===== config.mk =====
export PLATFORM = sky130hd
export DESIGN_NAME = io_responder
export DESIGN_NICKNAME = d
export VERILOG_FILES = /design/src/rtl/io_responder.sv
export SDC_FILE = /design/constraint.sdc
export NUM_CORES = 1
export LEC_CHECK = 0
export BUFFER_PORTS_ARGS = -buffer_cell sky130_fd_sc_hd__buf_2
export CAP_MARGIN = 20
export CORE_UTILIZATION = 59
export CTS_CLUSTER_DIAMETER = 150
export DETAILED_ROUTE_END_ITERATION = 8
export PLACE_DENSITY = 0.86
export SETUP_SLACK_MARGIN = 0.3
export SYNTH_ARGS = -nofsm -noshare
export SYNTH_HDL_FRONTEND = slang
export SYNTH_SLANG_ARGS = --single-unit

===== constraint.sdc =====
create_clock -name Clock -period 3.1 [get_ports Clock]
set_clock_uncertainty 0.15 [all_clocks]
set_input_delay 0.93 -clock Clock [delete_from_list [all_inputs] [get_ports Clock]]
set_output_delay 0.93 -clock Clock [all_outputs]
set_load 0.02 [all_outputs]

===== src/rtl/io_responder.sv =====
// io_responder: memory-mapped IO register window for a small core.
// Provides a one-entry UART rx buffer, a one-entry UART tx buffer,
// a free-running cycle counter and a retired-instruction counter.
// All reads return their data registered, one cycle after Io_recv.
module io_responder #(
   parameter logic [31:0] IO_BASE = 32'h8000_0000
) (
   input  logic        Clock,
   input  logic        Reset,
   input  logic [31:0] A,
   input  logic [3:0]  Io_trans,
   input  logic        Io_recv,
   input  logic [31:0] WriteData,
   input  logic        InstrRetire,
   output logic [31:0] ReadData,
   output logic [7:0]  TxData,
   output logic        TxValid,
   input  logic        TxReady,
   input  logic [7:0]  RxData,
   input  logic        RxValid,
   output logic        RxReady
);

   // Word offsets inside the window (A[7:2]).
   localparam logic [5:0] OFF_STATUS = 6'h00;
   localparam logic [5:0] OFF_RXDATA = 6'h01;
   localparam logic [5:0] OFF_TXDATA = 6'h02;
   localparam logic [5:0] OFF_CYCLE  = 6'h04;
   localparam logic [5:0] OFF_INSTR  = 6'h05;
   localparam logic [5:0] OFF_CLEAR  = 6'h06;

   logic [31:0] read_data_q, read_data_d;
   logic [7:0]  tx_data_q, tx_data_d;
   logic        tx_full_q, tx_full_d;
   logic [7:0]  rx_byte_q, rx_byte_d;
   logic        rx_full_q, rx_full_d;
   logic [31:0] cyc_cnt_q, cyc_cnt_d;
   logic [31:0] instr_cnt_q, instr_cnt_d;

   logic        in_window;
   logic [5:0]  off;
   logic        is_store;
   logic [31:0] read_mux;
   logic        rx_pop;
   logic        rx_capture;
   logic        tx_handshake;
   logic        tx_write;
   logic        cnt_clear;

   // Byte-select bits play no part in decode.
   logic        unused_a_low;
   assign unused_a_low = ^A[1:0];

   assign in_window = (A[31:8] == IO_BASE[31:8]);
   assign off       = A[7:2];
   assign is_store  = |Io_trans;

   // Readable register selection; write-only and unmapped offsets read as 0.
   always_comb begin
      read_mux = 32'h0;
      if (in_window) begin
         case (off)
            OFF_STATUS: read_mux = {30'b0, rx_full_q, ~tx_full_q};
            OFF_RXDATA: read_mux = {24'b0, rx_byte_q};
            OFF_CYCLE:  read_mux = cyc_cnt_q;
            OFF_INSTR:  read_mux = instr_cnt_q;
            default:    read_mux = 32'h0;
         endcase
      end
   end

   // Next-state logic for read port, buffers and counters.
   always_comb begin
      read_data_d = read_data_q;
      tx_data_d   = tx_data_q;
      tx_full_d   = tx_full_q;
      rx_byte_d   = rx_byte_q;
      rx_full_d   = rx_full_q;

      // Read: captures pre-edge state, holds until the next request.
      if (Io_recv) begin
         read_data_d = read_mux;
      end

      // Rx: reading the data register drains the entry; RxReady is low
      // while full, so a pop and a capture never land on the same edge.
      rx_pop     = Io_recv && in_window && (off == OFF_RXDATA) && rx_full_q;
      rx_capture = RxValid && !rx_full_q;
      if (rx_pop) begin
         rx_full_d = 1'b0;
      end else if (rx_capture) begin
         rx_full_d = 1'b1;
         rx_byte_d = RxData;
      end

      // Tx: a write is accepted if the slot is empty or draining this edge.
      tx_handshake = tx_full_q && TxReady;
      tx_write     = in_window && (off == OFF_TXDATA) && Io_trans[0];
      if (tx_write && (!tx_full_q || tx_handshake)) begin
         tx_full_d = 1'b1;
         tx_data_d = WriteData[7:0];
      end else if (tx_handshake) begin
         tx_full_d = 1'b0;
      end

      // Counters: clear wins over the increment of the same cycle.
      cnt_clear = in_window && (off == OFF_CLEAR) && is_store;
      if (cnt_clear) begin
         cyc_cnt_d   = 32'h0;
         instr_cnt_d = 32'h0;
      end else begin
         cyc_cnt_d   = cyc_cnt_q + 32'd1;
         instr_cnt_d = instr_cnt_q + {31'b0, InstrRetire};
      end
   end

   // State registers; reset abandons any buffered bytes.
   always_ff @(posedge Clock or negedge Reset) begin
      if (!Reset) begin
         read_data_q <= 32'h0;
         tx_data_q   <= 8'h0;
         tx_full_q   <= 1'b0;
         rx_byte_q   <= 8'h0;
         rx_full_q   <= 1'b0;
         cyc_cnt_q   <= 32'h0;
         instr_cnt_q <= 32'h0;
      end else begin
         read_data_q <= read_data_d;
         tx_data_q   <= tx_data_d;
         tx_full_q   <= tx_full_d;
         rx_byte_q   <= rx_byte_d;
         rx_full_q   <= rx_full_d;
         cyc_cnt_q   <= cyc_cnt_d;
         instr_cnt_q <= instr_cnt_d;
      end
   end

   assign ReadData = read_data_q;
   assign TxData   = tx_data_q;
   assign TxValid  = tx_full_q;
   assign RxReady  = ~rx_full_q;

endmodule

==> out/metrics.yaml <==
synth_compound_area_share_pct: 13.75
coreArea_mm2: 0.009240
drv_cap: 0
min_period_ns: 2.460
drc: 0
final_nets: 700
synth-adder-area-share_pct: 0.6642
yosysUniqueCellTypes: 38
wl_met2_um: 7606
grt_max_degree: 65
cts_buffer_depth: 2
holdBufCountCts: 0
drive_gt1_share_pct: 25.84
cts_sinks: 114
hp-class: "input pin to asynchronous set/reset pin"
post-route-util_pct: 74.22
diodes: 0
place_worst_setup_slack_ns: 0.1544
path_cells: "and3_1, nand4_1, or4_1, a21oi_1"
avgSynthCellArea_um2: 10.91
r2r_end: "cyc_cnt_q[27]"
min_period_over_period_pct: 79.35
drt_iter0_drc: 318
setup_slack_ns: 0.6402
critPathMaxFanout: 15
p_per_area_mw_per_mm2: 575.1
synth-main-ff-cell: "dfrtp_1"
status: "completed"
final_common_cell: "dfrtp_1"
syn_nets: 603
cts_max_level: 4
async_reset_ff_share_pct: 100.0
rr_worst_depth: 4
ir_worst_vdd_uv: 395.1
dp_hpwl_um: 9303
wl_met1_um: 5893
multi_input_area_mm2: 0.002608
synthMuxAreaShare_pct: 9.431
end_kind: "flip-flop"
tightest_slew_ns: 0.8046
r2r_slack_ns: 0.64
r2r-start: "cyc_cnt_q[2]"
worstPathRequired_ns: 3.39
post_cts_buffers: 0
synth_edf_count: 0
finalSetupViolCount: 0
final_cell_mix: "114 x dfrtp_1, 96 x buf_2, 38 x a21oi_1"
yosys_warnings: 0
grt_pass1_vias: 4898
regArea_mm2: 0.002853
die_x_um: 99.87
root_buffer: "clkbuf_8"
wl_per_cell_um: 19.61
synth_cells: 518
ioPinCount: 124
dieArea_mm2: 0.009974
synth_area_mm2: 0.005652
highest_layer: "met4"
fillers: 584
syn_to_final_growth_pct: 21.34
slowest_delay_ns: 0.64
met3WireLength_um: 861
hold_viol: 0
postCtsResizedCells: 0
rsz0062_at_grt: "no"
start_util_pct: 61.16
synth_seq_cells: 114
synth_xor_area_share_pct: 3.409
power_mw: 3.944
grt_pass1_wl_um: 24210
synth_top_family_by_area: "simple AND/OR/NAND/NOR gates"
fmax_mhz: 406.5
critPathArrivalTime_ns: 2.75
tns_ns: 0
clk_latency_ns: 0.52
leakagePower_nw: 3.098
via_per_inst: 6.415
drv_slew: 0
clk_pin_slew_ns: 0.06
worstSetupStartpointType: "flip-flop"
die_h_um: 99.87
ys_seq_area_share_pct: 50.48
io_buffers: 97
grt_use_total_pct: 31.84
rows: 35
routed_wl_um: 14830
drt-pass1-iter-count: 5
cts_buffers: 17
antenna_found_initial: 0
path_class: "flip-flop to flip-flop"
num_vias: 4850
routabilityCongestion: 0.8003
ant_nets: 0
cts_tree: "done"
cp_slowest_cell: "or4_1"
yosys.area_share.simple_pct: 18.88
max-slew-margin-rel_pct: 46.21
grt-ovfl-total: 0
==> registers in the layout, indices dropped and copies added (netlist names) <==
signal and count:
ReadData 32, TxValid 1, cyc_cnt_q 32, TxData 8, rx_byte_q 8, rx_full_q 1, instr_cnt_q 32
==> Yosys cell counts (all sizes together), types with 4 or more instances <==
| cell type | count | area share (%) |
|---|---|---|
| nand2 | 23 | 1.5 |
| nor2 | 24 | 1.6 |
| mux2i | 24 | 4.3 |
| inv | 11 | 0.73 |
| and3 | 8 | 0.89 |
| or4 | 30 | 4.0 |
| o21ai | 13 | 1.2 |
| mux2 | 22 | 4.4 |
| and4 | 11 | 1.7 |
| a21oi | 38 | 3.4 |
| o31ai | 25 | 3.3 |
| nand4 | 19 | 2.2 |
| and2 | 5 | 0.55 |
| buf | 10 | 1.5 |
| xor2 | 14 | 2.2 |
| dfrtp | 114 | 50 |
| or3 | 13 | 1.4 |
| nor2b | 7 | 0.77 |
| xnor2 | 8 | 1.2 |
| nor4 | 4 | 0.44 |
| a22oi | 6 | 0.80 |
| o2bb2ai | 32 | 5.0 |
| nor3 | 5 | 0.84 |
| nand3 | 23 | 2.1 |
| clkbuf | 17 | 1.2 |
==> area by class of cell <==
| cell class | count | share of cell area, % |
|---|---|---|
| clock buffers | 21 | 6.404 |
| clock inverters | 10 | 2.664 |
| inverters | 11 | 0.6021 |
| multi-input cells | 366 | 38.02 |
| flip-flops and latches | 114 | 41.60 |
| well taps | 129 | 2.354 |
| repair buffers | 105 | 8.356 |
==> routing by layer <==
metal,global-route usage [%],up-vias
li1,-,2166
met5,0,-
met4,16.74,0
met1,39.42,2418
met2,52.94,223
met3,6.616,43
==> through the flow <==
| step | hold WS, ns | instances | cell area [µm²] |
|---|---|---|---|
| 3_5_place_dp | 0.3176 | 725 | 6236 |
| 2_1_floorplan | 0.2886 | 518 | 5652 |
| 5_1_grt | 0.1582 | 756 | 6858 |
| 4_1_cts | 0.1521 | 756 | 6858 |
| 6_report | 0.1519 | 756 | 6858 |
| 3_3_place_gp | 0.3163 | 725 | 6236 |
==> worst max-delay path: cells and delay by family (launching register included) <==
| kind | cells | cell delay [ns] |
|---|---|---|
| and+or+nand+nor | 3 | 1.58 |
| DFF | 1 | 0.47 |
| AOI/OAI and AO/OA | 1 | 0.17 |
==> cells by family after synthesis <==
| group | count (synthesis) |
|---|---|
| compound gates | 115 |
| fa+ha+maj | 3 |
| mux | 48 |
| buf+inv | 38 |
| simple gates | 178 |
| flops | 114 |
| xor+xnor | 22 |
==> power breakdown <==
group | switching, mW | internal, mW
combinational | 0.128 | 0.120
clock | 0.677 | 1.40
sequential | 0.0733 | 1.55
total | 0.879 | 3.07
==> worst max path at each step <==
stage                                from         endpoint  slack [ns]  cells after the start
after detailed placement            A[12]        TxData[0]        0.15                      5
after CTS                    cyc_cnt_q[2]    cyc_cnt_q[27]        0.66                      4
after global routing      instr_cnt_q[12]  instr_cnt_q[27]        0.51                      4
final                        cyc_cnt_q[2]    cyc_cnt_q[27]        0.64                      4
after floorplan                     A[12]        TxData[0]        0.38                      4
after global placement              A[12]        TxData[1]        0.18                      5
Note: power is estimated with default switching activity, not from simulation.
